--- config.mk ---
export PLATFORM = sky130hd
export DESIGN_NAME = tdc_hit_buffer
export DESIGN_NICKNAME = d
export VERILOG_FILES = /design/src/rtl/tdc_hit_buffer.sv
export SDC_FILE = /design/constraint.sdc
export NUM_CORES = 1
export LEC_CHECK = 0
export ABC_CLOCK_PERIOD_IN_PS = 3030
export CORE_MARGIN = 5
export CORE_UTILIZATION = 44
export CTS_CLUSTER_DIAMETER = 100
export CTS_CLUSTER_SIZE = 8
export DETAILED_ROUTE_END_ITERATION = 12
export HOLD_SLACK_MARGIN = 0.02
export PLACE_DENSITY_LB_ADDON = 0.1
export SLEW_MARGIN = 10
export SYNTH_ARGS = -nofsm -noshare
export SYNTH_HDL_FRONTEND = slang
export SYNTH_SLANG_ARGS = --single-unit
--- constraint.sdc ---
create_clock -name clk -period 3.03 [get_ports clk]
set_clock_uncertainty 0.15 [all_clocks]
set_input_delay 0.606 -clock clk [delete_from_list [all_inputs] [get_ports clk]]
set_output_delay 0.606 -clock clk [all_outputs]
set_load 0.005 [all_outputs]
--- src/rtl/tdc_hit_buffer.sv ---
// Multi-entry TDC capture buffer: en-strobed words go into a first-word-fall-through
// FIFO with a registered head word, plus occupancy, sticky overflow and a saturating drop count.
module tdc_hit_buffer #(
    parameter int WIDTH = 42,
    parameter int DEPTH = 4,
    parameter int CNTW  = 8
) (
    input  logic                     clk,
    input  logic                     reset,
    input  logic                     en,
    input  logic [WIDTH-1:0]         Din,
    input  logic                     flush,
    input  logic                     rd_ready,
    output logic                     rd_valid,
    output logic [WIDTH-1:0]         Q,
    output logic [$clog2(DEPTH):0]   count,
    output logic                     full,
    output logic                     empty,
    output logic                     ovf,
    output logic [CNTW-1:0]          drop_cnt,
    input  logic                     clr_ovf
);

    localparam int AW = $clog2(DEPTH);

    localparam logic [AW-1:0] PTR_ONE  = AW'(1);
    localparam logic [AW:0]   CNT_ONE  = (AW + 1)'(1);
    localparam logic [AW:0]   CNT_FULL = (AW + 1)'(DEPTH);
    localparam logic [CNTW-1:0] DROP_ONE = CNTW'(1);

    function automatic logic [CNTW-1:0] sat_inc(input logic [CNTW-1:0] v);
        return (&v) ? v : v + DROP_ONE;
    endfunction

    logic [WIDTH-1:0] mem [DEPTH];
    logic [AW-1:0]    wptr;
    logic [AW-1:0]    rptr;
    logic [AW-1:0]    rptr_n;
    logic [AW:0]      count_n;
    logic [WIDTH-1:0] q_n;
    logic             push;
    logic             pop;
    logic             drop;

    assign empty    = (count == '0);
    assign full     = (count == CNT_FULL);
    assign rd_valid = ~empty;

    // Handshake decisions; flush suppresses both sides of the FIFO for its cycle.
    always_comb begin
        pop  = rd_valid & rd_ready & ~flush;
        push = en & (~full | pop) & ~flush;
        drop = en & full & ~pop & ~flush;
    end

    always_comb begin
        rptr_n  = pop ? rptr + PTR_ONE : rptr;
        count_n = count;
        unique case ({push, pop})
            2'b10:   count_n = count + CNT_ONE;
            2'b01:   count_n = count - CNT_ONE;
            default: count_n = count;
        endcase
        if (flush) begin
            count_n = '0;
        end

        // The head register must already hold the word that will sit at rptr_n.
        // If the FIFO is (or is about to become) empty, that word is the one arriving now.
        q_n = Q;
        if (!flush && count_n != '0) begin
            if (count == '0 || (count == CNT_ONE && pop)) begin
                q_n = Din;
            end else begin
                q_n = mem[rptr_n];
            end
        end
    end

    // Storage array: data only, never reset.
    always_ff @(posedge clk) begin
        if (!reset && push) begin
            mem[wptr] <= Din;
        end
    end

    // Control state and registered head word.
    always_ff @(posedge clk) begin
        if (reset) begin
            wptr  <= '0;
            rptr  <= '0;
            count <= '0;
            Q     <= '0;
        end else if (flush) begin
            wptr  <= '0;
            rptr  <= '0;
            count <= '0;
        end else begin
            if (push) begin
                wptr <= wptr + PTR_ONE;
            end
            rptr  <= rptr_n;
            count <= count_n;
            Q     <= q_n;
        end
    end

    // A drop in the same cycle as clr_ovf restarts the count at one.
    always_ff @(posedge clk) begin
        if (reset) begin
            ovf      <= 1'b0;
            drop_cnt <= '0;
        end else if (drop) begin
            ovf      <= 1'b1;
            drop_cnt <= clr_ovf ? DROP_ONE : sat_inc(drop_cnt);
        end else if (clr_ovf) begin
            ovf      <= 1'b0;
            drop_cnt <= '0;
        end
    end

endmodule

# Word-level counts from Yosys, hierarchy flattened
# Memories as Yosys holds them, arrays and structs flattened.
# Cells that the tools add are included.
totals:
  inputBits: 48
  rom_bits: 0
  word_cells: 54
  mem_bits_rw: 168
  output_inout_bits: 57
  latchBits: 0
  memories: 1
  regBits: 58
mem_list:
  columns: ["name", "depth", "width", "read_ports", "rd_ports_with_merged_regs", "write_ports", "line_no", "text"]
  rows:
  - ["mem", 4, 42, 1, 0, 1, "35", "logic [WIDTH-1:0] mem [DEPTH];"]
classes:
  muxes: 12
  n_lt_le_gt_ge: 0
  reduce_logical: 13
  multipliers: 0
  bitwise: 12
  div_mod_pow: 0
  eq_ne: 5
  shifts: 0
  addsub: 5
ops:
  columns: ["operator", "n"]
  rows:
  - ["two-way mux 42 bit", 1]
  - ["two-way mux 8 bit", 4]
  - ["adder 8 x 1 -> 8 bit, second input constant", 1]
  - ["AND reduction 8 bit", 1]
  - ["AND 1 bit", 7]
  - ["case mux 3 bit (2 select lines)", 1]
  - ["adder 2 x 1 -> 2 bit, second input constant", 2]
  - ["two-way mux 1 bit", 4]
  - ["inverter 1 bit", 4]
  - ["AND reduction 2 bit", 2]
  - ["adder 3 x 1 -> 3 bit, second input constant", 1]
  - ["== test 3 x 1 -> 1 bit, second input constant", 1]
  - ["== test 3 bit, second input constant", 1]
  - ["logical AND 1 bit", 3]
  - ["logical NOT 3 bit", 1]
  - ["two-way mux 3 bit", 1]
  - ["nonzero test 3 bit", 1]
  - ["subtractor 3 x 1 -> 3 bit, second input constant", 1]
  - ["== test 2 x 1 -> 1 bit, second input constant", 1]
  - ["== test 2 bit, second input constant", 1]
  - ["logical NOT 1 bit", 2]
  - ["two-way mux 2 bit", 1]
  - ["!= test 2 bit, second input constant", 1]
  - ["nonzero test 2 bit", 1]
  - ["other kinds (3)", 3]

# Depth between registers and ports, before layout
# Gate-level depths: netlist (run 1).
logic_depth:
  ltp_word: 13
  depth_mapped: 14
  mapped_depth_nobuf: 11

# Worst setup path before layout (run 1)
# No wires, ideal clock.
synth_timing:
  path_type: "input to register"
  start: "in flush"
  end: "reg Q[0]"
  cell_stages: 11
  setup_ns: 0.142
  t_arrival_ns: 2.936
  slack_ns: -0.198
  required_ns: 2.738
  n_path_buf: 2
  cell_sequence: "clkbuf_1 -> nand2b_1 -> nand2b_1 -> inv_1 -> ha_1 -> or2_2 -> o21ai_2 -> nor2_1 -> a21oi_1 -> clkbuf_1 -> a311oi_1"
synth_between:
  elab_chain_cells: 11
  elab_cells_between_ends: 18
  classes_between: "eq/ne: 2; mux: 4; bitwise: 5; reduce/logical: 6; memory: 1"
synth_rtl:
  columns: ["element", "line_no", "text"]
  rows:
  - ["start, declared", "12", "input logic flush,"]
  - ["inverter 1 bit (no source line)", null, null]
  - ["AND 1 bit", "51", "pop = rd_valid & rd_ready & ~flush;"]
  - ["OR 1 bit", "52", "push = en & (~full | pop) & ~flush;"]
  - ["AND 1 bit (2 in a row)", "52", null]
  - ["== test 2 x 1 -> 1 bit or == test 2 bit (tied branches)", "59", "unique case ({push, pop})"]
  - ["case mux 3 bit (2 select lines)", "59", null]
  - ["two-way mux 3 bit", "64", "if (flush) begin"]
  - ["nonzero test 3 bit", "71", "if (!flush && count_n != '0) begin"]
  - ["logical AND 1 bit", "71", null]
  - ["AND reduction 2 bit (no source line)", null, null]
  - ["end signal, assigned", "104", "Q <= q_n;"]
  - ["end, declared", "15", "output logic [WIDTH-1:0] Q,"]
# Several ways; a longest one is shown, not always the timed one.
# A chain may end at the register's enable or synchronous reset.

# Worst setup path after layout (run 1)
layout_timing:
  start: "reg count[1]"
  end: "reg Q[35]"
layout_between:
  elab_chain_cells: 13
  elab_cells_between_ends: 24
  classes_between: "add/sub: 2; eq/ne: 4; mux: 4; bitwise: 7; reduce/logical: 6; memory: 1"
layout_rtl:
  columns: ["element", "line_no", "text"]
  rows:
  - ["start, declared", "16", "output logic [$clog2(DEPTH):0] count,"]
  - ["start signal, assigned", "103", "count <= count_n;"]
  - ["logical NOT 3 bit", "45, 72", null]
  - ["inverter 1 bit", "47", "assign rd_valid = ~empty;"]
  - ["AND 1 bit (2 in a row)", "51", null]
  - ["OR 1 bit", "52", null]
  - ["AND 1 bit (2 in a row)", "52", null]
  - ["== test 2 x 1 -> 1 bit or == test 2 bit (tied branches)", "59", null]
  - ["case mux 3 bit (2 select lines)", "59", null]
  - ["two-way mux 3 bit", "64", null]
  - ["nonzero test 3 bit", "71", null]
  - ["logical AND 1 bit", "71", null]
  - ["AND reduction 2 bit (no source line)", null, null]
# Several ways; a longest one is shown, not always the timed one.

==> qor.yml, run 1 <==
route:
  drt_iter0_markers: 490
  ant_nets: 0
  drc: 0
  drtPass1Iterations: 5
  routed_wl_um: 28000
  vias_per_cell: 5.99
  wl_per_cell_um: 24.2
  num_vias: 6933
layout:
  num-nets-final: 868
  layout-drive-gt1-share_pct: 23.3
  layout_common_cells: "edfxtp_1 (168), clkdlybuf4s50_1 (102), mux4_2 (84)"
  final_common_cell: "edfxtp_1"
  fin_util_pct: 55.5
  layout.area.seq_mm2: 0.00621
  n_fill_cell: 1954
  multi_input_area_mm2: 0.00414
  diodes: 0
  area_growth_pct: 25.4
power:
  ir_drop_mv: 0.419
  p_int_mw: 5.79
  switching_share_pct: 21.6
  p_sw_mw: 1.59
  power_density_mw_per_mm2: 554
  power_frac_comb_pct: 7.0
  clkPwrFrac_pct: 46.8
  power.leakage_nw: 4.24
  pwr-share-seq_pct: 46.3
global_routing:
  overflow: 0
  grt_usage_pct: 20.8
  grt_first_pass_wirelength_um: 43400
  antenna_found_initial: 0
  grt_max_degree: 48
  grt_pass1_vias: 7422
clock_network:
  path_clk_slew_ns: 0.05
  cts_buffers: 34
  clk_path_buf_depth: 3
  ctsHoldBuffers: 0
  cts.sinks: 226
  clk-insertion-delay-late_ns: 0.50
  cts_root_buf: "clkbuf_16"
  htreeDepth: 2
  tritoncts: "built"
timing:
  worstMarginPinSlew_ns: 0.788
  setup_viol: 0
  drv_slew: 0
  final.setup.worst_slack_ns: 0.0539
  rsz0062_at_grt: "true"
  relSlewSlack_pct: 47.4
  period_share_pct: 98.2
  max_freq_mhz: 336
  hold_violations: 0
  min_period_ns: 2.98
hold_path:
  whs_path_depth: 2
  hold_path_end: "ovf"
  hp-class: "flip-flop to flip-flop"
  min_from: "ovf"
critical_path:
  ff2ff_setup_slack_ns: 0.05
  crit_path_max_fanout: 7
  start_kind: "flip-flop"
  cp.arrival_ns: 3.17
  cp-end-kind: "flip-flop"
  rr_worst_depth: 13
  critPathKind: "flip-flop to flip-flop"
  rr_endpoint: "Q[35]"
  critPathRequiredTime_ns: 3.22
  r2r_start: "count[1]"
synth:
  avgSynthCellArea_um2: 15.5
  synth_nets: 744
  yosysSeqAreaShare_pct: 58.3
  async_flop_share_pct: 0
  ys_ff_latch: 226
  netlist_instances: 685
  synth_cell_type_count: 39
  ys.flop_type: "edfxtp_1"
  syn-cell-area_mm2: 0.0106
  synth_edf_count: 168
  yosysWarnings: 0
place:
  dpl.hpwl_um: 16400
  gp_congestion: 0.798
  io_buffers: 104
  pre_cts_ws_ns: -0.236
die:
  die_y_um: 165
  boundaryPins: 105
  initial_core_util_pct: 44.3
  die_w_um: 165
  die-area_mm2: 0.0274
  design.core.area_mm2: 0.0240
  rows: 57
run:
  cap_violations: 0
status:
  status: "finished, final reports clean"
-- registers in the layout (all words and copies together) (netlist names) --
register / cells
mem: 168
Q: 42
drop_cnt: 8
count: 3
rptr: 2
wptr: 2
ovf: 1
-- cells in the mapped netlist (2+ instances only) --
| cell | number | area share (%) |
|---|---|---|
| nor2_1 | 18 | 0.64 |
| edfxtp_1 | 168 | 47 |
| xor2_1 | 6 | 0.49 |
| nand2b_1 | 47 | 2.8 |
| a22oi_1 | 42 | 3.0 |
| nand2_1 | 49 | 1.7 |
| buf_2 | 20 | 0.94 |
| dfxtp_1 | 58 | 11 |
| buf_12 | 4 | 0.75 |
| nand4_1 | 4 | 0.24 |
| a311oi_1 | 42 | 3.5 |
| ha_1 | 11 | 1.3 |
| mux4_2 | 84 | 18 |
| and2_1 | 6 | 0.35 |
| a21oi_1 | 4 | 0.19 |
| and3_1 | 2 | 0.12 |
| mux2i_1 | 4 | 0.38 |
| nor2b_1 | 6 | 0.35 |
| or2_2 | 3 | 0.18 |
| o21ai_1 | 2 | 0.094 |
| xnor2_1 | 2 | 0.16 |
| buf_6 | 6 | 0.64 |
| clkbuf_1 | 30 | 1.1 |
| o41ai_1 | 42 | 3.5 |
| nand3_1 | 3 | 0.14 |
| inv_1 | 9 | 0.32 |
-- metal layers --
layer	routed length, um	share of wire, %	GRT usage [%]	up-vias
met5	0	0	0	-
met1	11900	42	28.5	3573
met2	13700	49	34.4	222
met4	664	2.4	6.37	0
met3	1740	6.2	3.50	49
li1	-	-	-	3089
-- metrics by stage --
step                power, mW  cell area (um2)  setup TNS [ns]  hold WS, ns  instances
floorplan                3.71            10600               0        0.319        685
global placement         3.97            12300           -3.99        0.329       1094
detailed placement       3.98            12300           -7.44        0.333       1094
CTS                      7.46            13300               0        0.345       1155
global route             7.66            13300          -0.533        0.384       1158
finish                   7.39            13300               0        0.343       1158
-- power groups by stage --
stage | combinational (mW) | sequential [mW] | clock, mW
2_1_floorplan | 0.243 | 3.47 | 0
3_3_place_gp | 0.497 | 3.47 | 0
3_5_place_dp | 0.509 | 3.47 | 0
4_1_cts | 0.511 | 3.41 | 3.53
5_1_grt | 0.558 | 3.42 | 3.68
6_report | 0.517 | 3.42 | 3.45
-- worst max-delay path by stage --
stage | startpoint | endpoint | slack, ns
2_1_floorplan | flush | Q[0] | 0.01
3_3_place_gp | rd_ready | Q[11] | -0.14
3_5_place_dp | rd_ready | Q[5] | -0.24
4_1_cts | count[1] | Q[5] | 0.08
5_1_grt | count[1] | Q[35] | -0.07
6_report | count[1] | Q[35] | 0.05
-- cell type report --
class	count	area share, %
well taps	324	3.04
clock inverters	2	0.131
repair buffers	149	11.7
flip-flops and latches	226	46.6
multi-input cells	388	31.1
inverters	10	0.282
clock buffers	59	7.24
-- cell families (layout without fill, tap and decap cells) --
kind of cell,Yosys count,count (layout),share of synthesized area (%)
mux,88,88,18.2
compound gates,138,138,10.8
simple gates,143,143,6.94
fa+ha+maj,11,11,1.29
buf+inv,71,220,3.81
xor+xnor,8,8,0.659
flops,226,226,58.3
-- repair_timing --
item,CTS,global route
endpoints found under the hold margin,0,0
buffers inserted,0,2
gates resized for setup,0,10
endpoints found under the setup margin,0,36
-- critical path, cell delays in order, from the launching register on --
cell	delay (ns)
dfxtp_1	0.35
inv_1	0.12
ha_2	0.25
nand3b_1	0.11
nand2b_1	0.13
inv_1	0.09
ha_4	0.30
nor3b_1	0.05
o21ai_1	0.24
o211ai_1	0.19
buf_4	0.18
buf_2	0.17
o41ai_1	0.38
a311oi_1	0.08
Note: power is estimated with default switching activity, not from simulation.
==> run 2, diff against run 1 <==
--- a/config.mk
+++ b/config.mk
@@ -6,11 +6,11 @@
 export NUM_CORES = 1
 export LEC_CHECK = 0
 export ABC_CLOCK_PERIOD_IN_PS = 3030
-export CORE_MARGIN = 5
+export CORE_MARGIN = 1
 export CORE_UTILIZATION = 44
-export CTS_CLUSTER_DIAMETER = 100
 export CTS_CLUSTER_SIZE = 8
 export DETAILED_ROUTE_END_ITERATION = 12
+export GPL_ROUTABILITY_DRIVEN = 0
 export HOLD_SLACK_MARGIN = 0.02
 export PLACE_DENSITY_LB_ADDON = 0.1
 export SLEW_MARGIN = 10
==> run 2 against run 1 <==
Fmax up 4.9%; setup slack improved by 0.14 ns; hold slack better by 0.0041 ns; cell count shrank 1.1%; clock power hardly changed; cell area fell by 0.67%.
==> qor.yml, run 2 (synthesized netlist as in run 1, its figures left out) <==
status:
  status: "finished, final reports clean"
critical_path:
  ff2ff_setup_slack_ns: 0.19
  cp.arrival_ns: 3.02
  critPathSlowestCell: "dfxtp_1"
  critPathRequiredTime_ns: 3.22
  cp_common_cell: "inv_1"
  path_cells: "inv_1, ha_2, nand3b_1, nand2b_1, inv_1, ha_1, nor2b_1, a211oi_4, nor2_1, a21oi_4, buf_12, a311oi_1"
  crit_path_max_fanout: 32
  cp-end-kind: "flip-flop"
  start_kind: "flip-flop"
  critPathKind: "flip-flop to flip-flop"
  cp_slowest_stage_delay_ns: 0.34
clock_network:
  tritoncts: "built"
  clk-insertion-delay-late_ns: 0.50
  htreeDepth: 2
  cts.sinks: 226
  cts_buffers: 34
  clk_path_buf_depth: 3
  path_clk_slew_ns: 0.05
  ctsHoldBuffers: 0
  cts_root_buf: "clkbuf_16"
route:
  vias_per_cell: 6.02
  drtPass1Iterations: 7
  ant_nets: 0
  routed_wl_um: 26800
  drc: 0
  drt_iter0_markers: 528
  num_vias: 6890
  wl_per_cell_um: 23.4
hold_path:
  hp-class: "flip-flop to flip-flop"
run:
  cap_violations: 0
timing:
  rsz0062_at_grt: "true"
  max_freq_mhz: 352
  relSlewSlack_pct: 23.9
  hold_violations: 0
  period_share_pct: 93.7
  tns_ns: 0
  drv_slew: 0
  setup_viol: 0
  min_period_ns: 2.84
  worstMarginPinSlew_ns: 1.14
  final.setup.worst_slack_ns: 0.192
global_routing:
  met1_usage_pct: 29.9
  antenna_found_initial: 0
  grt_first_pass_wirelength_um: 41500
  grt.met2_usage_pct: 37.0
  grt_max_degree: 48
  grtUsageMet3_pct: 4.16
  overflow: 0
  grt_usage_pct: 22.5
  grt_pass1_vias: 7282
  top_usage_layer: "met2"
layout:
  area_growth_pct: 24.5
  largest_register: "mem"
  layout_common_cells: "edfxtp_1 (168), clkdlybuf4s50_1 (102), mux4_2 (84)"
  fin_area_mm2: 0.0132
  n_fill_cell: 1882
  largest_register_ffs: 168
  layout-drive-gt1-share_pct: 22.6
  diodes: 0
  num-nets-final: 863
  final_common_cell: "edfxtp_1"
  reg_top3: "mem: 168 flops, Q: 42 flops, drop_cnt: 8 flops"
die:
  rows: 56
  die_w_um: 157
  initial_core_util_pct: 45.0
  die_y_um: 157
  die-area_mm2: 0.0248
  design.core.area_mm2: 0.0236
  boundaryPins: 105
power:
  power.total_mw: 7.35
  power_density_mw_per_mm2: 555
  ir_drop_mv: 0.480
  power.leakage_nw: 4.20
place:
  dpl.hpwl_um: 15500
  pre_cts_ws_ns: -0.185
  dpl_cell_area_mm2: 0.0122
  io_buffers: 104
[run 2: final timing paths]
kind,cells after the start,to,startpoint
setup / recovery,12,Q[23],count[1]
hold / removal,2,ovf,ovf
setup reg to reg,12,Q[23],count[1]
hold reg to reg,2,ovf,ovf
[run 2: what timing repair did]
| action | CTS | global route |
|---|---|---|
| resized for setup | 0 | 7 |
| buffers inserted | 0 | 0 |
| setup endpoints to repair | 0 | 22 |
[run 2: critical path: cells and delay by family (launching register included)]
kind                       cells  cell delay (ns)
DFF                            1             0.34
buffers and inverters          3             0.42
and+or+nand+nor                4             0.54
AOI/OAI and AO/OA              3             0.62
adders and majority gates      2             0.59
[run 2: layout make-up]
| type | instances | area [um2] | area share (%) |
|---|---|---|---|
| multi-input combinational | 388 | 4120 | 31.1 |
| tap | 319 | 399 | 3.01 |
| clock buffer | 56 | 955 | 7.21 |
| timing repair buffer | 144 | 1510 | 11.4 |
| sequential | 226 | 6210 | 46.9 |
| clock inverter | 2 | 17.5 | 0.132 |
| inverter | 10 | 37.5 | 0.283 |
[run 2: report_power, final]
group | leakage [nW] | total, mW | internal [mW] | switching, mW
clock network | 0.465 | 3.43 | 2.13 | 1.29
registers | 1.99 | 3.41 | 3.38 | 0.0349
logic | 1.74 | 0.510 | 0.257 | 0.253
[run 2: through the flow]
stage / util, % / cells / hold WS (ns)
global placement: 51.7 / 1086 / 0.329
CTS: 55.8 / 1144 / 0.354
global route: 56.1 / 1145 / 0.380
detailed placement: 51.7 / 1086 / 0.343
floorplan: - / 685 / 0.319
finish: 56.1 / 1145 / 0.347
[run 2: routing by layer]
metal	vias to the layer above	share of wire, %
li1	3072	-
met1	3537	43
met2	241	49
met3	40	5.8
met4	0	2.0
met5	-	0
==> run 3, diff against run 2 <==
--- a/config.mk
+++ b/config.mk
@@ -8,11 +8,13 @@
 export ABC_CLOCK_PERIOD_IN_PS = 3030
 export CORE_MARGIN = 1
 export CORE_UTILIZATION = 44
+export CTS_CLUSTER_DIAMETER = 40
 export CTS_CLUSTER_SIZE = 8
 export DETAILED_ROUTE_END_ITERATION = 12
 export GPL_ROUTABILITY_DRIVEN = 0
 export HOLD_SLACK_MARGIN = 0.02
 export PLACE_DENSITY_LB_ADDON = 0.1
+export SETUP_SLACK_MARGIN = 0.15
 export SLEW_MARGIN = 10
 export SYNTH_ARGS = -nofsm -noshare
 export SYNTH_HDL_FRONTEND = slang
==> run 3 against run 2 <==
Fmax rose by 2.5%; utilization is 2.0 points higher; wire length up 5.1%; power increased by 6.0%; die area did not move; via count rose by 2.2%; non-clock buffer count rose by 4; critical endpoint is now Q[26].
==> qor.yml, run 3 (synthesized netlist as in run 1, its figures left out) <==
status:
  status: "finished, final reports clean"
layout:
  layout_common_cells: "edfxtp_1 (168), clkdlybuf4s50_1 (102), mux4_2 (84)"
  layout-drive-gt1-share_pct: 26.9
  n_fill_cell: 1900
  largest_register: "mem"
  reg_top3: "mem: 168 flops, Q: 42 flops, drop_cnt: 8 flops"
  final_common_cell: "edfxtp_1"
  fin_util_pct: 58.0
  diodes: 0
  area_growth_pct: 28.9
  num-nets-final: 870
  largest_register_ffs: 168
global_routing:
  grt_first_pass_wirelength_um: 42700
  antenna_found_initial: 0
  grt_usage_pct: 23.3
  overflow: 0
  top_usage_layer: "met2"
  met1_usage_pct: 31.3
  grt_max_degree: 48
  grt_pass1_vias: 7391
  grtUsageMet3_pct: 3.83
  grt.met2_usage_pct: 38.4
route:
  drtPass1Iterations: 4
  wl_per_cell_um: 24.4
  vias_per_cell: 6.10
  num_vias: 7040
  routed_wl_um: 28200
  drc: 0
  drt_iter0_markers: 471
  ant_nets: 0
critical_path:
  cp-end-kind: "flip-flop"
  startpoint: "rd_ready"
  timing.critical_path.buf_inv: 5
  start_kind: "input pin"
  critPathSlowestCell: "clkdlybuf4s50_1"
  rr_worst_depth: 14
  critPathKind: "input pin to flip-flop"
  cp_slowest_stage_delay_ns: 0.42
  crit_path_max_fanout: 16
  setup.worst_path.end: "Q[26]"
  cp.arrival_ns: 2.98
  critPathRequiredTime_ns: 3.24
  path_cells: "clkdlybuf4s50_1, nand3b_1, nand2b_4, inv_1, ha_4, nor3b_1, o21ai_1, o211ai_1, buf_4, buf_12, buf_12, o41ai_2, a311oi_1"
  cp_common_cell: "buf_12"
  crit_cells: 13
  crit_family: "buffers and inverters"
  ff2ff_setup_slack_ns: 0.28
  rr_endpoint: "Q[26]"
  r2r_start: "count[0]"
place:
  io_buffers: 104
  dpl.hpwl_um: 15700
timing:
  whs_ns: 0.362
  drv_slew: 0
  rsz0062_at_grt: "true"
  worstMarginPinSlew_ns: 0.692
  tns_ns: 0
  setup_viol: 0
  period_share_pct: 91.4
  min_period_ns: 2.77
  relSlewSlack_pct: 53.7
  hold_violations: 0
  max_freq_mhz: 361
run:
  cap_violations: 0
die:
  initial_core_util_pct: 45.0
  die-area_mm2: 0.0248
  boundaryPins: 105
  rows: 56
  die_y_um: 157
  design.core.area_mm2: 0.0236
  die_w_um: 157
clock_network:
  path_clk_slew_ns: 0.05
  cts_buffers: 37
  htreeDepth: 2
  tritoncts: "built"
  ctsHoldBuffers: 0
  clk_path_buf_depth: 3
  clk-insertion-delay-late_ns: 0.50
  cts_root_buf: "clkbuf_16"
  cts.sinks: 226
power:
  power.leakage_nw: 4.44
  ir_drop_mv: 0.425
  switching_share_pct: 20.8
  power_frac_comb_pct: 7.0
  clkPwrFrac_pct: 49.1
  pwr-share-seq_pct: 43.9
  p_sw_mw: 1.62
  p_int_mw: 6.17
  power_density_mw_per_mm2: 569
hold_path:
  hp-class: "flip-flop to flip-flop"
[run 3: changes by cell type in the layout (fill, tap and decap cells not counted), moves of 2 or more]
cell / change
clkinv_1: +6
o41ai_1: -21
clkbuf_8: +4
ha_4: +2
clkbuf_1: -8
buf_12: +5
o41ai_2: +20
clkbuf_16: +5
[run 3: power groups by stage]
stage,logic (mW),registers (mW),clock network (mW)
after floorplan,0.246,3.47,0
after global placement,0.500,3.47,0
after detailed placement,0.509,3.47,0
after CTS,0.512,3.42,3.90
after global routing,0.583,3.42,4.04
final,0.544,3.42,3.83
[run 3: how the worst min path moves through the flow]
stage | startpoint | endpoint | slack [ns] | cells past startpoint
after global placement | ovf | ovf | 0.33 | 2
after CTS | wptr[1] | wptr[1] | 0.36 | 2
after detailed placement | wptr[1] | wptr[1] | 0.35 | 2
final | ovf | ovf | 0.36 | 2
after floorplan | wptr[1] | wptr[1] | 0.32 | 2
after global routing | ovf | ovf | 0.38 | 2
[run 3: worst register-to-register path, delay by kind of cell (launching register included)]
family                     cells  cell delay, ns
AOI/OAI and AO/OA              4            0.71
buffers and inverters          5            0.66
adders and majority gates      2            0.47
DFF                            1            0.31
and+or+nand+nor                3            0.31
[run 3: metrics by stage]
stage               worst slack [ns]  instance area (um2)  std cells  power (mW)
CTS                            0.151                13400       1152        7.83
global route                   0.111                13700       1155        8.04
floorplan                      0.144                10700        685        3.71
finish                         0.261                13700       1155        7.79
detailed placement            -0.241                12300       1088        3.98
global placement              -0.131                12300       1088        3.97
[run 3: repair_timing]
item | in CTS | in global routing
endpoints found under the setup margin | 0 | 42
buffers inserted | 0 | 2
resized for setup | 0 | 39
[run 3: layout make-up]
class	count	area (um2)	share of cell area, %
Clock buffer	56	1080	7.88
Inverter	10	37.5	0.274
Timing Repair Buffer	148	1600	11.6
Sequential cell	226	6210	45.3
Multi-Input combinational cell	388	4320	31.5
Clock inverter	8	61.3	0.447
Tap cell	319	399	2.91
[run 3: metal layers]
layer	up-vias	wire length, um
met5	-	0
met1	3634	11900
met2	258	14000
li1	3098	-
met4	0	573
met3	50	1710
